**config.mk**
```make
export PLATFORM = sky130hd
export DESIGN_NAME = ema_filter_mc_flat
export DESIGN_NICKNAME = d
export VERILOG_FILES = /design/src/rtl/ema_filter_mc_if.sv /design/src/rtl/ema_filter_mc.sv /design/src/flat_wrapper.sv
export SDC_FILE = /design/constraint.sdc
export NUM_CORES = 2
export LEC_CHECK = 0
export ABC_CLOCK_PERIOD_IN_PS = 15300
export BUFFER_PORTS_ARGS = -buffer_cell sky130_fd_sc_hd__buf_2
export CAP_MARGIN = 20
export CORE_UTILIZATION = 25
export CTS_CLUSTER_SIZE = 24
export DETAILED_ROUTE_END_ITERATION = 10
export PLACE_DENSITY = 0.43
export SKIP_CTS_REPAIR_TIMING = 1
export SYNTH_ARGS = -nofsm -noshare
export SYNTH_HDL_FRONTEND = slang
export SYNTH_SLANG_ARGS = --single-unit
```
**constraint.sdc**
```tcl
create_clock -name clk -period 15.3 [get_ports clk]
set_input_delay 1.53 -clock clk [delete_from_list [all_inputs] [get_ports clk]]
set_output_delay 1.53 -clock clk [all_outputs]
set_load 0.005 [all_outputs]
```
**src/rtl/ema_filter_mc_if.sv**
```systemverilog
`default_nettype none
// ============================================================================
// ema_filter_mc_if : sample, coefficient-config and result bundle for ema_filter_mc
// Rev 1.0
// ============================================================================
interface ema_filter_mc_if #(
  parameter int NCH      = 4,
  parameter int DWIDTH   = 27,
  parameter int BWIDTH   = 18,
  parameter int OUTWIDTH = 48,
  parameter int CHW      = (NCH > 1) ? $clog2(NCH) : 1
);
  logic                       in_valid;
  logic [CHW-1:0]             in_ch;
  logic [DWIDTH-1:0]          in_data;
  logic                       cfg_we;
  logic [CHW-1:0]             cfg_ch;
  logic [BWIDTH-1:0]          cfg_coeff;
  logic                       ch_clr;
  logic                       out_valid;
  logic [CHW-1:0]             out_ch;
  logic signed [OUTWIDTH-1:0] out_data;
  logic                       out_sat;

  modport master (
    output in_valid, in_ch, in_data, cfg_we, cfg_ch, cfg_coeff, ch_clr,
    input  out_valid, out_ch, out_data, out_sat
  );

  modport slave (
    input  in_valid, in_ch, in_data, cfg_we, cfg_ch, cfg_coeff, ch_clr,
    output out_valid, out_ch, out_data, out_sat
  );
endinterface
`default_nettype wire

```
**src/rtl/ema_filter_mc.sv**
```systemverilog
`default_nettype none
// ============================================================================
// ema_filter_mc : time-multiplexed per-channel EMA filter, 3-stage pipeline.
// Optional macro EMA_ROUND_EN: round-half-up instead of floor in the diff path.
// Rev 1.0
// ============================================================================
module ema_filter_mc #(
  parameter int NCH      = 4,
  parameter int DWIDTH   = 27,
  parameter int BWIDTH   = 18,
  parameter int FRAC     = 14,
  parameter int OUTWIDTH = 48
) (
  input wire             clk,
  input wire             rst,
  ema_filter_mc_if.slave bus
);
  localparam int CHW   = (NCH > 1) ? $clog2(NCH) : 1;
  // diff is wide enough to hold any scaled accumulator, so an unstable
  // coefficient diverges into saturation instead of wrapping; for stable
  // coefficients its value always fits DWIDTH+1 bits.
  localparam int DIFFW = OUTWIDTH - FRAC + 2;
  localparam int PRODW = BWIDTH + 1 + DIFFW;
  localparam int SUMW  = PRODW + 1;

  localparam logic signed [OUTWIDTH-1:0] ACC_MAX = {1'b0, {(OUTWIDTH-1){1'b1}}};
  localparam logic signed [OUTWIDTH-1:0] ACC_MIN = {1'b1, {(OUTWIDTH-1){1'b0}}};
`ifdef EMA_ROUND_EN
  localparam logic [OUTWIDTH:0] RND_BIAS = (OUTWIDTH+1)'(1) << (FRAC - 1);
`else
  localparam logic [OUTWIDTH:0] RND_BIAS = '0;
`endif

  logic signed [OUTWIDTH-1:0] acc_mem   [NCH];
  logic [BWIDTH-1:0]          coeff_mem [NCH];

  logic                       s1_valid;
  logic [CHW-1:0]             s1_ch;
  logic [DWIDTH-1:0]          s1_data;
  logic [BWIDTH-1:0]          s1_coeff;

  logic                       s2_valid;
  logic [CHW-1:0]             s2_ch;
  logic [BWIDTH-1:0]          s2_coeff;
  logic signed [OUTWIDTH-1:0] s2_acc;
  logic signed [DIFFW-1:0]    s2_diff;

  logic                       out_valid_q;
  logic [CHW-1:0]             out_ch_q;
  logic signed [OUTWIDTH-1:0] out_data_q;
  logic                       out_sat_q;

  logic signed [OUTWIDTH-1:0] acc_rd;
  logic [OUTWIDTH:0]          acc_bias;
  logic signed [DIFFW-2:0]    acc_scaled;
  logic signed [DIFFW-1:0]    diff;
  logic signed [PRODW-1:0]    prod;
  logic signed [SUMW-1:0]     sum;
  logic signed [OUTWIDTH-1:0] res;
  logic                       res_sat;
  logic                       unused_frac_bits;

  // S1: register the sample and latch its coefficient before any same-cycle write
  always_ff @(posedge clk) begin
    if (rst) begin
      s1_valid <= 1'b0;
      s1_ch    <= '0;
      s1_data  <= '0;
      s1_coeff <= '0;
    end else begin
      s1_valid <= bus.in_valid;
      if (bus.in_valid) begin
        s1_ch    <= bus.in_ch;
        s1_data  <= bus.in_data;
        s1_coeff <= coeff_mem[bus.in_ch];
      end
    end
  end

  // S2 read: forward the result being written this cycle; a clear wins over both
  always_comb begin
    acc_rd = acc_mem[s1_ch];
    if (s2_valid && (s2_ch == s1_ch)) begin
      acc_rd = res;
    end
    if (bus.ch_clr && (bus.cfg_ch == s1_ch)) begin
      acc_rd = '0;
    end
  end

  always_comb begin
    acc_bias   = {acc_rd[OUTWIDTH-1], acc_rd} + RND_BIAS;
    acc_scaled = acc_bias[OUTWIDTH:FRAC];
    diff       = DIFFW'($signed({1'b0, s1_data})) - DIFFW'(acc_scaled);
  end

  assign unused_frac_bits = ^acc_bias[FRAC-1:0];

  always_ff @(posedge clk) begin
    if (rst) begin
      s2_valid <= 1'b0;
      s2_ch    <= '0;
      s2_coeff <= '0;
      s2_acc   <= '0;
      s2_diff  <= '0;
    end else begin
      s2_valid <= s1_valid;
      if (s1_valid) begin
        s2_ch    <= s1_ch;
        s2_coeff <= s1_coeff;
        s2_acc   <= acc_rd;
        s2_diff  <= diff;
      end
    end
  end

  // S3: full-precision multiply-add, then clamp to the accumulator range
  always_comb begin
    prod    = PRODW'($signed({1'b0, s2_coeff})) * PRODW'(s2_diff);
    sum     = SUMW'(s2_acc) + SUMW'(prod);
    res_sat = 1'b0;
    res     = sum[OUTWIDTH-1:0];
    if (sum[SUMW-1:OUTWIDTH-1] != {(SUMW-OUTWIDTH+1){sum[SUMW-1]}}) begin
      res_sat = 1'b1;
      res     = sum[SUMW-1] ? ACC_MIN : ACC_MAX;
    end
  end

  always_ff @(posedge clk) begin
    if (rst) begin
      for (int i = 0; i < NCH; i++) begin
        acc_mem[i]   <= '0;
        coeff_mem[i] <= '0;
      end
    end else begin
      if (bus.cfg_we) begin
        coeff_mem[bus.cfg_ch] <= bus.cfg_coeff;
      end
      if (s2_valid) begin
        acc_mem[s2_ch] <= res;
      end
      // Placed last so a same-cycle clear overrides the writeback
      if (bus.ch_clr) begin
        acc_mem[bus.cfg_ch] <= '0;
      end
    end
  end

  always_ff @(posedge clk) begin
    if (rst) begin
      out_valid_q <= 1'b0;
      out_ch_q    <= '0;
      out_data_q  <= '0;
      out_sat_q   <= 1'b0;
    end else begin
      out_valid_q <= s2_valid;
      if (s2_valid) begin
        out_ch_q   <= s2_ch;
        out_data_q <= res;
        out_sat_q  <= res_sat;
      end
    end
  end

  assign bus.out_valid = out_valid_q;
  assign bus.out_ch    = out_ch_q;
  assign bus.out_data  = out_data_q;
  assign bus.out_sat   = out_sat_q;
endmodule
`default_nettype wire
```
**src/flat_wrapper.sv**
```systemverilog
// flat-port wrapper written by rule: the top's interface ports become plain ports
module ema_filter_mc_flat 
#(
  parameter int NCH      = 4,
  parameter int DWIDTH   = 27,
  parameter int BWIDTH   = 18,
  parameter int FRAC     = 14,
  parameter int OUTWIDTH = 48
)
  (clk, rst, bus_in_valid, bus_in_ch, bus_in_data, bus_cfg_we, bus_cfg_ch, bus_cfg_coeff, bus_ch_clr, bus_out_valid, bus_out_ch, bus_out_data, bus_out_sat);
  ema_filter_mc_if #(.NCH(NCH), .DWIDTH(DWIDTH), .BWIDTH(BWIDTH), .OUTWIDTH(OUTWIDTH)) bus_i ();
  input wire clk;
  input wire rst;
  input wire logic [$bits(bus_i.in_valid)-1:0] bus_in_valid;
  input wire logic [$bits(bus_i.in_ch)-1:0] bus_in_ch;
  input wire logic [$bits(bus_i.in_data)-1:0] bus_in_data;
  input wire logic [$bits(bus_i.cfg_we)-1:0] bus_cfg_we;
  input wire logic [$bits(bus_i.cfg_ch)-1:0] bus_cfg_ch;
  input wire logic [$bits(bus_i.cfg_coeff)-1:0] bus_cfg_coeff;
  input wire logic [$bits(bus_i.ch_clr)-1:0] bus_ch_clr;
  output wire logic [$bits(bus_i.out_valid)-1:0] bus_out_valid;
  output wire logic [$bits(bus_i.out_ch)-1:0] bus_out_ch;
  output wire logic [$bits(bus_i.out_data)-1:0] bus_out_data;
  output wire logic [$bits(bus_i.out_sat)-1:0] bus_out_sat;
  assign bus_i.in_valid = bus_in_valid;
  assign bus_i.in_ch = bus_in_ch;
  assign bus_i.in_data = bus_in_data;
  assign bus_i.cfg_we = bus_cfg_we;
  assign bus_i.cfg_ch = bus_cfg_ch;
  assign bus_i.cfg_coeff = bus_cfg_coeff;
  assign bus_i.ch_clr = bus_ch_clr;
  assign bus_out_valid = bus_i.out_valid;
  assign bus_out_ch = bus_i.out_ch;
  assign bus_out_data = bus_i.out_data;
  assign bus_out_sat = bus_i.out_sat;
  ema_filter_mc #(.NCH(NCH), .DWIDTH(DWIDTH), .BWIDTH(BWIDTH), .FRAC(FRAC), .OUTWIDTH(OUTWIDTH)) u_core (.clk(clk), .rst(rst), .bus(bus_i));
endmodule
```
======== Word-level counts from Yosys, hierarchy flattened ========
Memory sizes are Yosys's and may differ from the RTL's. A register that Yosys moved wholly into a read port is not among the register bits.
Index checks and enable logic that the tools add are counted.
word-level totals
  register bits ........................... 186
  bits in latches ......................... 0
  memory bits (writable) .................. 264
  memory bits (read-only) ................. 0
  input bits .............................. 54
  word-level logic and storage cells ...... 52
  memories ................................ 2
memories
  memory            depth  bits a word  read ports  clocked after memory_dff  wr ports  RTL line             text
  u_core.acc_mem    4      48           1           1                         4         ema_filter_mc.sv:34  logic signed [OUTWIDTH-1:0] acc_mem [NCH];
  u_core.coeff_mem  4      18           1           1                         4         ema_filter_mc.sv:35  logic [BWIDTH-1:0] coeff_mem [NCH];
operators by class
  add/subtract/negate cells ............... 2
  multipliers ............................. 1
  divide/modulo/power cells ............... 0
  $lt $le $gt $ge ......................... 0
  equality and inequality tests ........... 3
  shift operators ......................... 0
  mux-type cells .......................... 27
  bitwise gates (word level) .............. 0
  reductions and logical operators ........ 5
operators by type and width
  kind                                            number
  48-bit 2-to-1 mux                               6
  48-bit OR reduction                             2
  48-bit by 55-bit adder with 56-bit output       1
  19-bit by 35-bit multiplier with 54-bit output  1
  28-bit by 34-bit subtractor with 35-bit output  1
  18-bit 2-to-1 mux                               1
  18-bit OR reduction                             1
  1-bit 2-to-1 mux                                15
  2-bit 2-to-1 mux                                5
  8-bit != test                                   1
  2-bit equality test                             2
  1-bit logical AND                               2

======== Longest topological paths before layout ========
  depth after elaboration ................. 7
  gate-level depth with buffers ........... 62
  gate-level depth less buffers ........... 58

======== Worst setup path after synthesis ========
No wires, ideal clock.
  kind .................................... reg-to-reg
  start point ............................. register u_core.s2_coeff[10]
  end point ............................... register u_core.s2_diff[31]
  setup time .............................. 120 ps
  data arrival time ....................... 12947 ps
  required time ........................... 15180 ps
  path slack .............................. 2234 ps
  stages on the path, launching flop included .. 61
  cells stage by stage .................... dfxtp_1 > clkbuf_1 > clkbuf_1 > nand2_1 > fa_1 > inv_1 > fa_1 > inv_1 > fa_1 > inv_1 > fa_1 > fa_1 > inv_1 > fa_1 > inv_1 > ha_1 > a2111oi_0 > nand2_1 > [... 25 more ...] > buf_6 > o21a_1 > o21ai_1 > nand2_1 > ha_1 > o21a_1 > o31a_1 > o31ai_1 > o21ai_0 > a21boi_0 > a211oi_1 > o31ai_1 > a21oi_1 > nor2_1 > o21a_1 > o21ai_1 > and4_1 > a211o_1
on the way
  cells in the longest elaborated chain, start to end .. 7
  elaborated cells on any way between the ends .. 8
  those cells by class .................... add/sub (2); mul (1); eq/ne (1); mux (4)
ends and longest elaborated chain
  item                                                RTL line                                    text
  from (decl)                                         ema_filter_mc.sv:44                         logic [BWIDTH-1:0] s2_coeff;
  from (signal assigned)                              ema_filter_mc.sv:110                        s2_coeff <= s1_coeff;
  19-bit by 35-bit multiplier with 54-bit output (*)  ema_filter_mc.sv:119                        prod = PRODW'($signed({1'b0, s2_coeff})) * PRODW'(s2_diff);
  48-bit by 55-bit adder with 56-bit output (*)       ema_filter_mc.sv:120                        sum = SUMW'(s2_acc) + SUMW'(prod);
  8-bit != test or 48-bit 2-to-1 mux (tied branches)  ema_filter_mc.sv:123, ema_filter_mc.sv:125
  48-bit 2-to-1 mux (*)                               ema_filter_mc.sv:123                        if (sum[SUMW-1:OUTWIDTH-1] != {(SUMW-OUTWIDTH+1){sum[SUMW-1]}}) begin
  48-bit 2-to-1 mux (*)                               ema_filter_mc.sv:83                         if (s2_valid && (s2_ch == s1_ch)) begin
  48-bit 2-to-1 mux (*)                               ema_filter_mc.sv:86                         if (bus.ch_clr && (bus.cfg_ch == s1_ch)) begin
  28-bit by 34-bit subtractor with 35-bit output (*)  ema_filter_mc.sv:94                         diff = DIFFW'($signed({1'b0, s1_data})) - DIFFW'(acc_scaled);
  to (signal assigned)                                ema_filter_mc.sv:112                        s2_diff <= diff;
  to (decl)                                           ema_filter_mc.sv:46                         logic signed [DIFFW-1:0] s2_diff;
Every way passes the cells marked *; elsewhere a longest branch is shown, timed or not.
A chain may end at the register's enable or synchronous reset.

======== Final worst setup path ========
  start point ............................. register u_core.s2_diff[10]
  end point ............................... register u_core.s2_diff[31]
on the way
  cells in the longest elaborated chain, start to end .. 7
  elaborated cells on any way between the ends .. 8
  those cells by class .................... add/sub (2); mul (1); eq/ne (1); mux (4)
ends and longest elaborated chain
  item                                                RTL line
  19-bit by 35-bit multiplier with 54-bit output (*)  ema_filter_mc.sv:119
  48-bit by 55-bit adder with 56-bit output (*)       ema_filter_mc.sv:120
  8-bit != test or 48-bit 2-to-1 mux (tied branches)  ema_filter_mc.sv:123, ema_filter_mc.sv:125
  48-bit 2-to-1 mux (*)                               ema_filter_mc.sv:123
  48-bit 2-to-1 mux (*)                               ema_filter_mc.sv:83
  48-bit 2-to-1 mux (*)                               ema_filter_mc.sv:86
  28-bit by 34-bit subtractor with 35-bit output (*)  ema_filter_mc.sv:94
Marked as above.

==> results.cfg <==
[sta]
setup_viol = 0
timing.clock.skew_ps = 71.5
timing.final.crit_share = 0.941
maxSlewHeadroom = 0.330
final_hold_viol_count = 0
timing_worst_slew_pin_value_ps = 1000
grt_setup_unrepaired = false
pins_over_their_slew_limit = 0
clock.fmax_mhz = 69.5
hold-worst-slack_ps = 465
final_period_minus_worst_setup_slack_ps = 14390

[grt]
grt_pass1_vias = 36500
first_pass_grt_wire_length_mm = 227
antenna_found_initial = 0
largest_net_degree_at_the_start_of_global_routing = 75
grt.total_usage = 0.157
globalRouteOverflowTotal = 0

[logic_synthesis]
yosysWarningCount = 0
synthAdderAreaFrac = 0.324
share_of_cell_area_taken_by_muxes_after_synthesis = 0.0589
post_synthesis_share_of_cell_area_spent_on_and_or_nand_and_nor_gates = 0.170
synth_cells = 5239
netlist-cell-type-count = 86
synth-compound-area-share = 0.108
synth-edff-count = 72
synthesis.nets = 6116
synth_xor_area_frac = 0.0225
postSynth.topFlopCell = sky130_fd_sc_hd__dfxtp_1
synth_top_family_by_area = adder cells
postSynth.asyncResetShare = 0
synthesis.area_mm2 = 0.0459
syn-mean-instance-area_um2 = 8.76
sequential_element_share_of_the_synthesized_area = 0.221
number_of_flip_flops_and_latches_in_the_synthesized_netlist = 470

[floorplanning]
die_w_um = 431
io_pins = 106
floorplan.rows = 156
die-area_mm2 = 0.185
die_height_um = 431
floorplan.core_area_mm2 = 0.182
floorplan.initialDensity = 0.253

[worst_setup_path]
timing.setup.critical_path_class = flop to flop
startpoint_type = flop
cpPeakStageDelay_ps = 710
worst_path_most_repeated_cell = sky130_fd_sc_hd__fa_1
crit-reg2reg-capture = u_core.s2_diff[31]$_SDFFE_PP0P_
cp-end-kind = flop
cpMaxStageDelayCell = sky130_fd_sc_hd__dfxtp_1
cp_top_family = compound AO/OA/AOI/OAI gates
cp_data_required_time_ps = 15810
timing.reg2reg.setup_slack_ps = 910
cp_data_arrival_time_ps = 14910
cp.buffers_inverters = 8
timing.rr.start = u_core.s2_diff[10]$_SDFFE_PP0P_
crit_fanout = 13
worst_r2r_path_depth = 57

[drt]
wl_mm = 145
wl_per_cell_um = 19.0
drt_iter0_drc = 1812
vias_per_cell = 4.60
ant_nets = 0
vias = 35200
detail_route.drc_violations = 0
drt_pre_antenna_iters = 6

[run_status]
outcome = completed

[placed_design]
hpwlAfterDp_mm = 112
portBuffers = 105
cells_after_dpl = 7534
routabilityCongestion = 0.920

[final_layout]
layout.cells.most_common = sky130_fd_sc_hd__inv_1
area_delta_synth_final_pct = 12.0
layout.nets = 6099
antenna_cells = 0
n_fill_cell = 19500
post_layout_nonfiller_instances = 7638
layout.cells.most_common_list = sky130_fd_sc_hd__inv_1 (843), sky130_fd_sc_hd__fa_1 (607), sky130_fd_sc_hd__nor2_1 (586)
post_route_cells_drive_above_1_share = 0.0924

[cts]
clockRootBuffer = sky130_fd_sc_hd__clkbuf_16
tritoncts = yes
cts_htree_levels = 2
path_clk_slew_ps = 60
cts_num_sinks = 470
number_of_cts_inserted_buffers = 56
cts_max_path_buffers = 3
clock_network_latency_to_the_later_pin_of_the_worst_skew_pair_ps = 680

[worst_hold_path]
min_path_type = flop to flop
min_delay_worst_endpoint = u_core.acc_mem[2][13]$_SDFFE_PP0P_
hold_depth = 2
timing.hold.worst.start = u_core.acc_mem[2][13]$_SDFFE_PP0P_

[power]
irDropWorstVdd_uv = 86.9
powerDensity_mw_per_mm2 = 83.2
static-leakage-power_nw = 23.6

[flow_run]
drv.max_cap_violation_count = 0
[registers in the layout, indices dropped and copies added (netlist names), named ones only]
register and flops:
u_core.bus.out_ch 2, u_core.coeff_mem 72, u_core.s2_acc 48, u_core.s2_diff 35, u_core.s1_coeff 18, u_core.acc_mem 192
u_core.s2_valid 1, u_core.s2_coeff 18, u_core.s1_data 27, u_core.bus.out_data 48, u_core.s2_ch 2, u_core.s1_valid 1
u_core.bus.out_valid 1, u_core.s1_ch 2, u_core.bus.out_sat 1
[area by class of cell]
cell class	count	area, um^2	share of cell area
inverters	845	3170	0.0617
repair buffers	241	1620	0.0316
well taps	2370	2970	0.0577
clock inverters	39	507	0.00985
multi-input cells	3608	31500	0.613
flip-flops and latches	470	10200	0.197
clock buffers	65	1490	0.0289
[power by group]
group	total, mW	internal [mW]	switching (mW)
clock network	1.45	0.839	0.608
registers	1.43	1.33	0.0946
logic	1.40	0.440	0.960
total	4.28	2.61	1.66
[logic make-up (layout without fill, tap and decap cells)]
logic type,Yosys count,count (layout)
and+or+nand+nor,1711,1711
buffers and inverters,1161,1190
adders and majority gates,823,823
AOI/OAI and AO/OA,770,770
DFF,470,470
muxes,186,186
xor gates and xnor gates,118,118
[layer usage]
layer,part of all wire,GRT usage,vias up
li1,-,-,16700
met1,0.47,0.219,17800
met2,0.48,0.267,574
met3,0.032,0.0104,123
met4,0.016,0.0272,0
met5,0,0,-
[Yosys cell counts, drive strengths merged (20+ instances only)]
master / count / area, um^2
mux2i: 108 / 1080
nand2: 522 / 1960
o21a: 32 / 240
and2: 362 / 2260
a21o: 43 / 323
nand3: 89 / 445
xor2: 35 / 307
inv: 845 / 3170
edfxtp: 72 / 2160
nand4: 20 / 125
nor2: 593 / 2230
nand2b: 25 / 156
o21ai: 120 / 631
a21oi: 239 / 1200
clkbuf: 270 / 1010
ha: 216 / 2700
fa: 607 / 12200
nor3: 29 / 145
mux4: 66 / 1490
a22oi: 60 / 450
a211oi: 54 / 420
a31oi: 100 / 626
xnor2: 83 / 727
dfxtp: 398 / 7970
buf: 46 / 211
[stage by stage]
step	utilization	power, mW	cell area [um^2]	setup WS, ps	setup TNS (ps)
after floorplan	-	2.22	45900	2230	0
after global placement	0.272	2.85	49300	36.1	0
after detailed placement	0.272	2.85	49400	39.5	0
after CTS	0.283	4.33	51400	-34.8	-34.8
after global routing	0.283	4.49	51400	5.15	0
final	0.283	4.28	51400	906	0
[worst register-to-register path, delay by kind of cell (launching register included)]
family / cells / cell delay [ps]
DFF: 1 / 710
xor gates and xnor gates: 1 / 150
AOI/OAI and AO/OA: 29 / 6630
adders and majority gates: 9 / 3830
buffers and inverters: 8 / 900
and+or+nand+nor: 10 / 2060
[worst max-delay path by stage]
| stage | start | to | slack, ps | cells after the start |
|---|---|---|---|---|
| 6_report | u_core.s2_diff[10]$_SDFFE_PP0P_ | u_core.s2_diff[31]$_SDFFE_PP0P_ | 910 | 57 |
| 5_1_grt | u_core.s2_diff[14]$_SDFFE_PP0P_ | u_core.s2_diff[31]$_SDFFE_PP0P_ | 5 | 57 |
| 4_1_cts | u_core.s2_diff[9]$_SDFFE_PP0P_ | u_core.s2_diff[31]$_SDFFE_PP0P_ | -30 | 55 |
| 3_5_place_dp | u_core.s2_diff[9]$_SDFFE_PP0P_ | u_core.s2_diff[31]$_SDFFE_PP0P_ | 40 | 55 |
| 3_3_place_gp | u_core.s2_diff[9]$_SDFFE_PP0P_ | u_core.s2_diff[31]$_SDFFE_PP0P_ | 40 | 55 |
| 2_1_floorplan | u_core.s2_coeff[10]$_SDFFE_PP0P_ | u_core.s2_diff[31]$_SDFFE_PP0P_ | 2230 | 60 |
No activity file was read; power rests on OpenSTA's default activity.
